--- src/rtl/uart_seq_pkg.sv ---
// Shared definitions for the UART/ALU sequencer: state encoding and ALU opcodes.
// Latency: n/a (package only).
// Backpressure: n/a.
package uart_seq_pkg;

  // 3-bit state encoding for the sequencer FSM.
  localparam logic [2:0] ST_WAIT_A  = 3'd0;
  localparam logic [2:0] ST_WAIT_B  = 3'd1;
  localparam logic [2:0] ST_WAIT_OP = 3'd2;
  localparam logic [2:0] ST_EXEC    = 3'd3;
  localparam logic [2:0] ST_WAIT_TX = 3'd4;

  typedef enum logic [2:0] {
    WAIT_A  = ST_WAIT_A,
    WAIT_B  = ST_WAIT_B,
    WAIT_OP = ST_WAIT_OP,
    EXEC    = ST_EXEC,
    WAIT_TX = ST_WAIT_TX
  } seq_state_t;

  // Opcodes understood by the external ALU (funct-field style encoding).
  localparam logic [5:0] OP_ADD = 6'h20;
  localparam logic [5:0] OP_SUB = 6'h22;
  localparam logic [5:0] OP_AND = 6'h24;
  localparam logic [5:0] OP_OR  = 6'h25;
  localparam logic [5:0] OP_XOR = 6'h26;
  localparam logic [5:0] OP_NOR = 6'h27;
  localparam logic [5:0] OP_SRA = 6'h03;
  localparam logic [5:0] OP_SRL = 6'h02;

endpackage

--- src/rtl/tick_timeout.sv ---
// Inter-byte timeout: counts baud ticks while enabled, flags expiry on the tick that reaches the limit.
// Latency: o_expired is combinational from the counter and i_enable; the counter wraps to 0 on expiry.
// Backpressure: none; i_clear has priority over counting.
// Ports: i_clk/i_reset (async active-low), i_clear, i_enable (tick qualified by state), o_expired.
module tick_timeout #(
  parameter int TIMEOUT_TICKS = 16384
) (
  input  logic i_clk,
  input  logic i_reset,
  input  logic i_clear,
  input  logic i_enable,
  output logic o_expired
);

  localparam int CW = $clog2(TIMEOUT_TICKS + 1);
  localparam logic [CW-1:0] LAST = CW'(TIMEOUT_TICKS - 1);

  logic [CW-1:0] cnt;

  // Expiry is raised on the tick that would bring the count to TIMEOUT_TICKS,
  // so the caller can let a same-cycle byte win over the timeout.
  assign o_expired = i_enable && (cnt == LAST);

  always_ff @(posedge i_clk or negedge i_reset) begin
    if (!i_reset) begin
      cnt <= '0;
    end else if (i_clear || o_expired) begin
      cnt <= '0;
    end else if (i_enable) begin
      cnt <= cnt + 1'b1;
    end
  end

endmodule

--- src/rtl/uart_alu_sequencer.sv ---
// Sequencer between UART RX and TX: gathers A, B, opcode, drives the ALU, sends the result.
// Latency: tx_start pulses one cycle after the opcode byte is accepted; all outputs registered.
// Backpressure: none upstream; bytes arriving in EXEC/WAIT_TX are dropped and flagged on o_overrun.
// Ports: i_s_tick baud tick, i_rx_done/i_rx_data from RX, i_tx_done from TX, i_alu_result from ALU;
//        o_alu_a/b/op to ALU, o_tx_data/o_tx_start to TX, o_busy, o_timeout and o_overrun status pulses.
module uart_alu_sequencer
  import uart_seq_pkg::*;
#(
  parameter int DBIT          = 8,
  parameter int OP_BITS       = 6,
  parameter int TIMEOUT_TICKS = 16384
) (
  input  logic               i_clk,
  input  logic               i_reset,
  input  logic               i_s_tick,
  input  logic               i_rx_done,
  input  logic [DBIT-1:0]    i_rx_data,
  input  logic               i_tx_done,
  input  logic [DBIT-1:0]    i_alu_result,
  output logic [DBIT-1:0]    o_alu_a,
  output logic [DBIT-1:0]    o_alu_b,
  output logic [OP_BITS-1:0] o_alu_op,
  output logic [DBIT-1:0]    o_tx_data,
  output logic               o_tx_start,
  output logic               o_busy,
  output logic               o_timeout,
  output logic               o_overrun
);

  seq_state_t         state, state_n;
  logic [DBIT-1:0]    alu_a_n, alu_b_n, tx_data_n;
  logic [OP_BITS-1:0] alu_op_n;
  logic               tx_start_n, busy_n, timeout_n, overrun_n;
  logic               collecting, accept, expired;

  // The timeout only runs once a frame has started (between bytes).
  assign collecting = (state == WAIT_B) || (state == WAIT_OP);
  assign accept     = i_rx_done && ((state == WAIT_A) || collecting);

  tick_timeout #(
    .TIMEOUT_TICKS (TIMEOUT_TICKS)
  ) u_tick_timeout (
    .i_clk     (i_clk),
    .i_reset   (i_reset),
    .i_clear   (accept || !collecting),
    .i_enable  (collecting && i_s_tick),
    .o_expired (expired)
  );

  always_comb begin
    state_n    = state;
    alu_a_n    = o_alu_a;
    alu_b_n    = o_alu_b;
    alu_op_n   = o_alu_op;
    tx_data_n  = o_tx_data;
    tx_start_n = 1'b0;
    timeout_n  = 1'b0;
    overrun_n  = 1'b0;
    case (state)
      WAIT_A: begin
        if (i_rx_done) begin
          alu_a_n = i_rx_data;
          state_n = WAIT_B;
        end
      end
      WAIT_B: begin
        // A byte on the expiry tick wins: the frame continues.
        if (i_rx_done) begin
          alu_b_n = i_rx_data;
          state_n = WAIT_OP;
        end else if (expired) begin
          timeout_n = 1'b1;
          state_n   = WAIT_A;
        end
      end
      WAIT_OP: begin
        if (i_rx_done) begin
          alu_op_n = i_rx_data[OP_BITS-1:0];
          state_n  = EXEC;
        end else if (expired) begin
          timeout_n = 1'b1;
          state_n   = WAIT_A;
        end
      end
      EXEC: begin
        // o_alu_op settled last edge, so the ALU result is valid now.
        tx_data_n  = i_alu_result;
        tx_start_n = 1'b1;
        overrun_n  = i_rx_done;
        state_n    = WAIT_TX;
      end
      WAIT_TX: begin
        overrun_n = i_rx_done;
        if (i_tx_done) begin
          state_n = WAIT_A;
        end
      end
      default: state_n = WAIT_A;
    endcase
    busy_n = (state_n == EXEC) || (state_n == WAIT_TX);
  end

  always_ff @(posedge i_clk or negedge i_reset) begin
    if (!i_reset) begin
      state      <= WAIT_A;
      o_alu_a    <= '0;
      o_alu_b    <= '0;
      o_alu_op   <= '0;
      o_tx_data  <= '0;
      o_tx_start <= 1'b0;
      o_busy     <= 1'b0;
      o_timeout  <= 1'b0;
      o_overrun  <= 1'b0;
    end else begin
      state      <= state_n;
      o_alu_a    <= alu_a_n;
      o_alu_b    <= alu_b_n;
      o_alu_op   <= alu_op_n;
      o_tx_data  <= tx_data_n;
      o_tx_start <= tx_start_n;
      o_busy     <= busy_n;
      o_timeout  <= timeout_n;
      o_overrun  <= overrun_n;
    end
  end

endmodule

--- config.mk ---
export PLATFORM = sky130hd
export DESIGN_NAME = uart_alu_sequencer
export DESIGN_NICKNAME = d
export VERILOG_FILES = /design/src/rtl/uart_seq_pkg.sv /design/src/rtl/tick_timeout.sv /design/src/rtl/uart_alu_sequencer.sv
export SDC_FILE = /design/constraint.sdc
export NUM_CORES = 1
export LEC_CHECK = 0
export BUFFER_PORTS_ARGS = -buffer_cell sky130_fd_sc_hd__buf_2
export CAP_MARGIN = 30
export CORE_MARGIN = 5
export CORE_UTILIZATION = 56
export DETAILED_ROUTE_END_ITERATION = 10
export PLACE_DENSITY = 0.9
export SYNTH_ARGS = -nofsm -noshare
export SYNTH_HDL_FRONTEND = slang
export SYNTH_HIERARCHICAL = 1
export SYNTH_SLANG_ARGS = --single-unit
--- constraint.sdc ---
create_clock -name i_clk -period 3.6 [get_ports i_clk]
set_input_delay 0.72 -clock i_clk [delete_from_list [all_inputs] [get_ports i_clk]]
set_output_delay 0.72 -clock i_clk [all_outputs]
set_load 0.1 [all_outputs]
### Word-level counts from Yosys, hierarchy flattened

Cells that the tools add are included.

| word-level totals | value |
|---|---|
| ROM bits | 0 |
| bits in writable memories | 0 |
| bits of input ports | 21 |
| latch bits | 0 |
| memories | 0 |
| register bits after elaboration | 52 |

| cells by class | value |
|---|---|
| reduce and logical (&&, ||, !) cells | 16 |
| divide/modulo/power cells | 0 |
| shift-type cells | 0 |
| $lt $le $gt $ge | 0 |
| mux-type cells | 13 |
| add/subtract/negate cells | 1 |
| equal/unequal tests | 7 |
| multiply operators | 0 |
| bitwise logic cells | 0 |

Operators with widths:

| operator | number |
|---|---|
| $mux 15 | 2 |
| $add 15x1->15 const B | 1 |
| $eq 15x14->1 const B | 1 |
| $mux 3 | 5 |
| $pmux 3 s5 | 1 |
| $eq 3x2->1 const B | 3 |
| $eq 3x3->1 const B | 2 |
| $reduce_and 2->1 | 3 |
| $logic_or 1x1->1 | 5 |
| $mux 1 | 5 |
| $reduce_or 2->1 | 2 |
| $eq 3x1->1 const B | 1 |
| $logic_and 1x1->1 | 3 |
| $logic_not 3->1 | 1 |
| $reduce_bool 2->1 | 1 |
| $logic_not 1->1 | 1 |

### Logic depth before layout (Yosys ltp)

Gate-level depths: netlist of the first run.

| logic depth | value |
|---|---|
| depth after elaboration | 9 |
| depth in mapped cells | 10 |
| depth with buffers taken out | 9 |

### Modules after synthesis

Netlist of the first run, hierarchy kept.

By module, submodules not included:

| module | cells each | times used | sequential area each (sq um) | area each (sq um) |
|---|---|---|---|---|
| uart_alu_sequencer | 97 | 1 | 925.9 | 1471.4 |
| tick_timeout | 73 | 1 | 375.4 | 759.5 |

### Least setup slack after synthesis of the first run

No wires, ideal clock.

| timing path | value |
|---|---|
| path kind | in2reg |
| start point | input port i_s_tick |
| end point | register state[0] |
| setup slack | 1.305 ns |
| stages | 8 |
| library setup time | 0.118 ns |
| arrival time | 2.177 ns |
| data required time | 3.482 ns |
| path through | nor3b_1 > nand4_1 > nor2_1 > nand4_1 > nor2_1 > nor3_1 > mux2i_1 > nor2_1 |

| on the way | value |
|---|---|
| longest elaborated chain between the ends | 5 |
| elaborated cells between the ends (all ways) | 6 |
| classes of those cells | mux (4); reduce/logical (2) |

Ends and longest elaborated chain:

| element | line | text |
|---|---|---|
| start: declaration | uart_alu_sequencer.sv:15 | `input logic i_s_tick,` |
| $logic_and 1x1->1 (*) | uart_alu_sequencer.sv:46 | `.i_enable (collecting && i_s_tick),` |
| $logic_and 1x1->1 (*) | tick_timeout.sv:22 | `assign o_expired = i_enable && (cnt == LAST);` |
| net expired | uart_alu_sequencer.sv:34 | `logic collecting, accept, expired;` |
| $mux 3 (*) | uart_alu_sequencer.sv:71, uart_alu_sequencer.sv:80 |  |
| $mux 3, on equally long branches | uart_alu_sequencer.sv:77, uart_alu_sequencer.sv:68 |  |
| $pmux 3 s5 (*) | uart_alu_sequencer.sv:59 | `case (state)` |
| net state_n[0] | uart_alu_sequencer.sv:30 | `seq_state_t state, state_n;` |
| end signal: assignment | uart_alu_sequencer.sv:115 | `state <= state_n;` |
| end: declaration | uart_alu_sequencer.sv:30 |  |

Mark *: on every way through the listed nets, which the timed path passes. The rest lies on a longest branch.
A chain may end at the register's enable or synchronous reset.

### Worst setup path in the final report of the first run

| timing path | value |
|---|---|
| start point | register state[0] |
| end point | register state[0] |

| on the way | value |
|---|---|
| longest elaborated chain between the ends | 7 |
| elaborated cells between the ends (all ways) | 14 |
| classes of those cells | eq/ne (4); mux (6); reduce/logical (4) |

Ends and longest elaborated chain:

| element | line | text |
|---|---|---|
| $eq 3x1->1 / $eq 3x2->1 (equally long branches) | uart_alu_sequencer.sv:37 | `assign collecting = (state == WAIT_B) \|\| (state == WAIT_OP);` |
| $logic_or 1x1->1 (*) | uart_alu_sequencer.sv:37 |  |
| $logic_and 1x1->1 (*) | uart_alu_sequencer.sv:46 |  |
| $logic_and 1x1->1 (*) | tick_timeout.sv:22 |  |
| net expired | uart_alu_sequencer.sv:34 |  |
| $mux 3 (*) | uart_alu_sequencer.sv:71, uart_alu_sequencer.sv:80 |  |
| $mux 3, on equally long branches | uart_alu_sequencer.sv:77, uart_alu_sequencer.sv:68 |  |
| $pmux 3 s5 (*) | uart_alu_sequencer.sv:59 |  |
| net state_n[0] | uart_alu_sequencer.sv:30 |  |

Marked as above.

==> impl_metrics.env, run 1 <==
export IMPL_synth_distinct_cells=34
export IMPL_synth_warnings=6
export IMPL_avgRoutedWirePerCell_um=14.1
export IMPL_clock_root_buffer="clkbuf_8"
export IMPL_syn_area_mm2=0.00223
export IMPL_nets=248
export IMPL_grt_pass1_vias=1490
export IMPL_dieWidth_um=73.1
export IMPL_synth_seq_area_share_pct=58.3
export IMPL_cts_tree="yes"
export IMPL_place_gp_congestion=0.758
export IMPL_postCtsHoldBufs=0
export IMPL_drc=0
export IMPL_dieArea_mm2=0.00535
export IMPL_final_cell_count_no_fill=277
export IMPL_grt_max_degree=40
export IMPL_tightest_slew_ps=814
export IMPL_vias=1429
export IMPL_critPathMaxStageDelay_ps=510
export IMPL_holdWs_ps=493
export IMPL_dr_first_iter_drc_count=40
export IMPL_coreArea_mm2=0.00394
export IMPL_max_cap_violations=0
export IMPL_h_tree_depth=2
export IMPL_initial_core_util_pct=56.6
export IMPL_crit_chain="xnor2_1 -> nor3b_1 -> buf_4 -> nand4_1 -> nor2_1 -> nand4_1 -> nor2_1 -> nor3_1 -> mux2i_1 -> nor2_1"
export IMPL_detailed_place_hpwl_mm=2.90
export IMPL_final_cell_mix="buf_2 (54), dfrtp_1 (52), mux2_2 (30)"
export IMPL_cts_made_buffers=5
export IMPL_crit_slowest_cell="dfrtp_1"
export IMPL_startpoint_type="register"
export IMPL_io_pins=55
export IMPL_grt_use_total_pct=16.6
export IMPL_fill_cells=271
export IMPL_crit_required_ps=3790
export IMPL_hold_class="in -> async"
export IMPL_drive_gt1_share_pct=45.8
export IMPL_worstSetupEndpointType="register"
export IMPL_outcome="completed"
export IMPL_antenna_found_initial=0
export IMPL_drv_slew=0
export IMPL_min_period_ps=2150
export IMPL_io_buffers=54
export IMPL_synth_top_area_share_pct=58.3
export IMPL_synth_area_per_cell_um2=13.1
export IMPL_cts_buffer_depth=2
export IMPL_fmax_mhz=465
export IMPL_setup_viol_count_final=0
export IMPL_hold_violations=0
export IMPL_grt_pass1_wl_mm=6.75
export IMPL_clkLatencyLatePin_ps=310
export IMPL_post_cts_buffers=0
export IMPL_synth_top_area_cell="dfrtp_1"
export IMPL_area_growth_pct=19.1
export IMPL_ant_nets=0
export IMPL_synth_nets=192
export IMPL_synth_cells=170
export IMPL_cp_common_cell="nor2_1"
export IMPL_fin_crit_sh_pct=59.8
export IMPL_ys_top_cells_by_area="dfrtp_1 (58%), mux2_2 (15%), xnor2_1 (3.9%)"
export IMPL_cp_arrival_ps=2340
export IMPL_clk_pin_slew_worst_paths_ps=100
export IMPL_vias_per_cell=5.16
export IMPL_numClockSinks=52
export IMPL_post_place_cells=269
export IMPL_cts_repair_resized=0
export IMPL_crit_fanout=10
export IMPL_worstSetupPathType="reg -> reg"
export IMPL_die_h_um=73.1
export IMPL_tns_ps=0
export IMPL_drtPass1Iterations=4
export IMPL_ys_ff_latch=52
export IMPL_wl_mm=3.90
export IMPL_overflow=0
export IMPL_diodes=0
export IMPL_skew_ps=8.27
export IMPL_maxSlewHeadroom_pct=45.7
export IMPL_rsz0062_at_grt="no"
export IMPL_final_common_cell="buf_2"
export IMPL_rows=23
sequential cells by signal (all words and copies together) (netlist names), 3 cells and up:
| register | cells |
|---|---|
| state | 3 |
| o_alu_b | 8 |
| o_tx_data | 8 |
| o_alu_op | 6 |
| o_alu_a | 8 |
| u_tick_timeout/cnt | 15 |
worst max-delay path, delay by kind of cell (launching register included):
kind                   cells  cell delay [ps]
multiplexers               1              150
AND/OR/NAND/NOR            7              990
buffers and inverters      1              170
flip-flops                 1              510
XOR/XNOR                   1              210
area by class of cell:
| cell class | instances | area [um2] | area share [%] |
|---|---|---|---|
| Tap cell | 50 | 62.6 | 2.36 |
| Clock buffer | 5 | 68.8 | 2.59 |
| Clock inverter | 3 | 50.0 | 1.88 |
| Timing Repair Buffer | 57 | 293 | 11.0 |
| Sequential cell | 52 | 1300 | 49.0 |
| Inverter | 1 | 3.75 | 0.141 |
| Multi-Input combinational cell | 109 | 877 | 33.0 |
Yosys cell counts:
cell type and count:
dfrtp_1 52, mux2_2 30, nor2_1 20, nand2_1 11, xnor2_1 10, nor3_1 5, buf_2 4, nand4_1 4
xor2_1 4, and3b_1 2, buf_6 2, mux2i_1 2, nand3b_1 2, nor4_2 2, a21boi_0 1, a21oi_1 1
a41o_2 1, and3_1 1, buf_4 1, clkbuf_2 1, ha_1 1, inv_1 1, nand2b_1 1, nand4_2 1
nand4_4 1, nor2b_1 1, nor3_2 1, nor3b_1 1, nor4b_4 1, nor4bb_1 1, o21ai_0 1, or2_1 1
or3_1 1, or3b_2 1
final timing paths:
path,cells after the start,slack (ps),from,to
min in group i_clk,1,510,o_tx_data[1]$_DFFE_PN0N_,o_tx_data[1]$_DFFE_PN0N_
hold reg to reg,1,510,o_tx_data[1]$_DFFE_PN0N_,o_tx_data[1]$_DFFE_PN0N_
max in group asynchronous,2,2420,i_reset,o_alu_op[4]$_DFFE_PN0P_
hold / removal,1,490,i_reset,u_tick_timeout/cnt[0]$_DFFE_PN0P_
setup reg to reg,10,1450,state[0]$_DFF_PN0_,state[0]$_DFF_PN0_
setup / recovery,10,1450,state[0]$_DFF_PN0_,state[0]$_DFF_PN0_
stage by stage:
stage / setup slack, ps / utilization [%] / area (um2)
2_1_floorplan: 1300 / - / 2230
3_3_place_gp: 1440 / 64.4 / 2540
3_5_place_dp: 1380 / 64.4 / 2540
4_1_cts: 1440 / 67.4 / 2660
5_1_grt: 1180 / 67.4 / 2660
6_report: 1450 / 67.4 / 2660
logic make-up after synthesis:
group                      share of synthesized area (%)
and+or+nand+nor                                     15.6
xor gates and xnor gates                            5.50
muxes                                               16.0
buffers and inverters                               2.64
AOI/OAI and AO/OA                                   1.29
DFF                                                 58.3
adders and majority gates                          0.561
routing by layer:
metal | routed length [um] | up-vias | GRT usage (%)
li1 | - | 692 | -
met1 | 1680 | 696 | 20.6
met2 | 1870 | 35 | 25.8
met3 | 293 | 6 | 7.16
met4 | 63 | 0 | 6.15
met5 | 0 | - | 0
Power of run 1 is not shown: default switching activity piles up to over one toggle a cycle in this logic, so the estimate is an artifact.
==> run 2: changes to the inputs <==
--- a/config.mk
+++ b/config.mk
@@ -5,12 +5,13 @@
 export SDC_FILE = /design/constraint.sdc
 export NUM_CORES = 1
 export LEC_CHECK = 0
+export ABC_AREA = 1
 export BUFFER_PORTS_ARGS = -buffer_cell sky130_fd_sc_hd__buf_2
 export CAP_MARGIN = 30
 export CORE_MARGIN = 5
-export CORE_UTILIZATION = 56
+export CORE_UTILIZATION = 48
 export DETAILED_ROUTE_END_ITERATION = 10
-export PLACE_DENSITY = 0.9
+export PLACE_DENSITY = 0.82
 export SYNTH_ARGS = -nofsm -noshare
 export SYNTH_HDL_FRONTEND = slang
 export SYNTH_HIERARCHICAL = 1
==> constraint.sdc (replaced) <==
create_clock -name i_clk -period 1.9 [get_ports i_clk]
set_input_delay 0.38 -clock i_clk [delete_from_list [all_inputs] [get_ports i_clk]]
set_output_delay 0.38 -clock i_clk [all_outputs]
set_load 0.1 [all_outputs]
==> run 2 against run 1 <==
  * Maximum frequency is 19% higher
  * Routed wire length is 32% higher
  * Die area is 23% higher
  * Largest cell class unchanged
  * Synthesized cell count is 55% higher
  * Global-route usage is 0.58 points higher
  * Setup slack worse by 1400 ps
  * Cell area is 9.0% higher
  * Clock-buffer cell count stayed put
  * Final cell count is 43% higher
  * Register-to-register slack worse by 1400 ps
  * Sequential share of layout area is 4.0 points lower
  * Synthesized area is 8.3% higher
==> impl_metrics.env, run 2 <==
export IMPL_synthSimpleGateAreaFrac_pct=29.3
export IMPL_dr_first_iter_drc_count=133
export IMPL_synth_top_family_by_area="simple AND/OR/NAND/NOR gates"
export IMPL_ys_top_cells_by_area="dfrtp_1 (54%), nand2_1 (14%), inv_1 (3.0%)"
export IMPL_tns_ps=0
export IMPL_coreArea_mm2=0.00482
export IMPL_skew_ps=13.4
export IMPL_final_common_cell="nand2_1"
export IMPL_postCtsHoldBufs=0
export IMPL_grt_pass1_vias=1857
export IMPL_rows=25
export IMPL_r2r_slack_ps=100
export IMPL_detailed_place_hpwl_mm=3.74
export IMPL_dieWidth_um=80.9
export IMPL_synth_distinct_cells=30
export IMPL_synth_top_area_share_pct=53.9
export IMPL_r2r_start="state[2]$_DFF_PN0_"
export IMPL_drv_slew=0
export IMPL_drc=0
export IMPL_io_buffers=54
export IMPL_maxSlewHeadroom_pct=67.4
export IMPL_largest_register_ffs=15
export IMPL_cp_arrival_ps=1990
export IMPL_drtPass1Iterations=4
export IMPL_ys_flop_type="dfrtp_1"
export IMPL_synth_most_common_cell="nand2_1"
export IMPL_critPathLaunch="state[2]$_DFF_PN0_"
export IMPL_nets=350
export IMPL_die_h_um=80.9
export IMPL_initial_core_util_pct=50.2
export IMPL_grt_use_total_pct=17.2
export IMPL_final_util_pct=60.1
export IMPL_io_pins=55
export IMPL_cts_buffer_depth=2
export IMPL_max_cap_violations=0
export IMPL_min_period_ps=1800
export IMPL_clock_root_buffer="clkbuf_8"
export IMPL_avgRoutedWirePerCell_um=13.0
export IMPL_clkLatencyLatePin_ps=310
export IMPL_synth_mux_area_share_pct=0.414
export IMPL_overflow=0
export IMPL_top_register="u_tick_timeout/cnt"
export IMPL_synthAdderAreaFrac_pct=0.518
export IMPL_yosys_top_cells_count="nand2_1 (88), dfrtp_1 (52), inv_1 (19), nor2_1 (18)"
export IMPL_synth_top_area_cell="dfrtp_1"
export IMPL_worstSetupPathType="reg -> reg"
export IMPL_final_cell_mix="nand2_1 (86), buf_2 (54), dfrtp_1 (50)"
export IMPL_place_gp_congestion=0.820
export IMPL_grt_max_degree=22
export IMPL_diodes=0
export IMPL_vias=1947
export IMPL_fin_crit_sh_pct=95.0
export IMPL_ys_async_sr_fraction_pct=100
export IMPL_h_tree_depth=2
export IMPL_dieArea_mm2=0.00655
export IMPL_syn_area_mm2=0.00242
export IMPL_rsz0062_at_grt="yes"
export IMPL_synth_seq_area_share_pct=53.9
export IMPL_drive_gt1_share_pct=34.7
export IMPL_synth_warnings=6
export IMPL_vias_per_cell=4.92
export IMPL_synthXorXnorAreaFrac_pct=2.54
export IMPL_synth_compound_area_share_pct=6.84
export IMPL_outcome="completed"
export IMPL_synth_cells=264
export IMPL_numClockSinks=52
export IMPL_worstSetupEndpointType="register"
export IMPL_clk_pin_slew_worst_paths_ps=100
export IMPL_hold_violations=0
export IMPL_tightest_slew_ps=488
export IMPL_crit_fanout=5
export IMPL_ant_nets=0
export IMPL_ys_ff_latch=52
export IMPL_synth_area_per_cell_um2=9.15
export IMPL_synth_edf_count=0
export IMPL_area_growth_pct=19.8
export IMPL_wl_mm=5.17
export IMPL_fmax_mhz=554
export IMPL_cts_tree="yes"
export IMPL_crit_required_ps=2090
export IMPL_antenna_found_initial=0
export IMPL_synth_nets=286
export IMPL_grt_pass1_wl_mm=8.72
export IMPL_fill_cells=422
export IMPL_startpoint_type="register"
export IMPL_cts_made_buffers=5
export IMPL_setup_viol_count_final=0
export IMPL_hold_class="in -> async"
## run 2: final timing paths
path                                                     end  cells after the start
hold reg to reg                     o_tx_data[7]$_DFFE_PN0N_                      2
setup / recovery                          state[0]$_DFF_PN0_                     12
hold / removal             u_tick_timeout/cnt[7]$_DFFE_PN0P_                      1
setup reg to reg                          state[0]$_DFF_PN0_                     12
min in group i_clk                  o_tx_data[3]$_DFFE_PN0N_                      3
max in group asynchronous  u_tick_timeout/cnt[3]$_DFFE_PN0P_                      2
## run 2: area by class of cell
class                           count  area (um2)  share of cell area [%]
Clock buffer                        5        68.8                    2.38
Tap cell                           67        83.8                    2.90
Multi-Input combinational cell    182         982                    33.9
Clock inverter                      3        25.0                   0.864
Sequential cell                    52        1300                    45.0
Timing Repair Buffer               64         345                    11.9
Inverter                           23        86.3                    2.98
## run 2: repair_timing
action | 4_1_cts | 5_1_grt
setup endpoints to repair | 0 | 17
gates resized for setup | 0 | 6
buffers inserted | 0 | 2
## run 2: cell families (layout without fill, tap and decap cells)
group,after synthesis,count (layout)
XOR/XNOR,7,7
multiplexers,1,1
AND/OR/NAND/NOR,149,149
flip-flops,52,52
AO/OA/AOI/OAI,24,24
adder cells (fa/ha/maj),1,1
buffers and inverters,30,95
## run 2: routing by layer
metal	global-route usage [%]	share of wire, %	vias up
li1	-	-	961
met1	22.4	42	923
met3	5.65	6.3	9
met2	26.9	49	54
met4	6.08	2.0	0
met5	0	0	-
## run 2: per-stage QoR
| stage | worst slack (ps) | hold slack [ps] | cells | cell area, um2 |
|---|---|---|---|---|
| floorplan | -11.0 | 84.4 | 264 | 2420 |
| global placement | 124 | 367 | 386 | 2760 |
| detailed placement | 62.8 | 373 | 386 | 2760 |
| CTS | 15.8 | 25.2 | 394 | 2860 |
| global route | -58.1 | 51.5 | 396 | 2900 |
| finish | 95.2 | 14.0 | 396 | 2900 |
## run 2: worst max-delay path, stage by stage (launching register included)
cell      delay, ps
dfrtp_2         470
nor2_4          130
nand2_2          80
a21boi_2        170
nand3_2         110
nor2_4          140
nand2_4          80
nor4_4          160
inv_1           110
nand2_1          80
nor2_1           40
nand2_1          70
nand3_1          50
Power of run 2 is left out for the same reason.
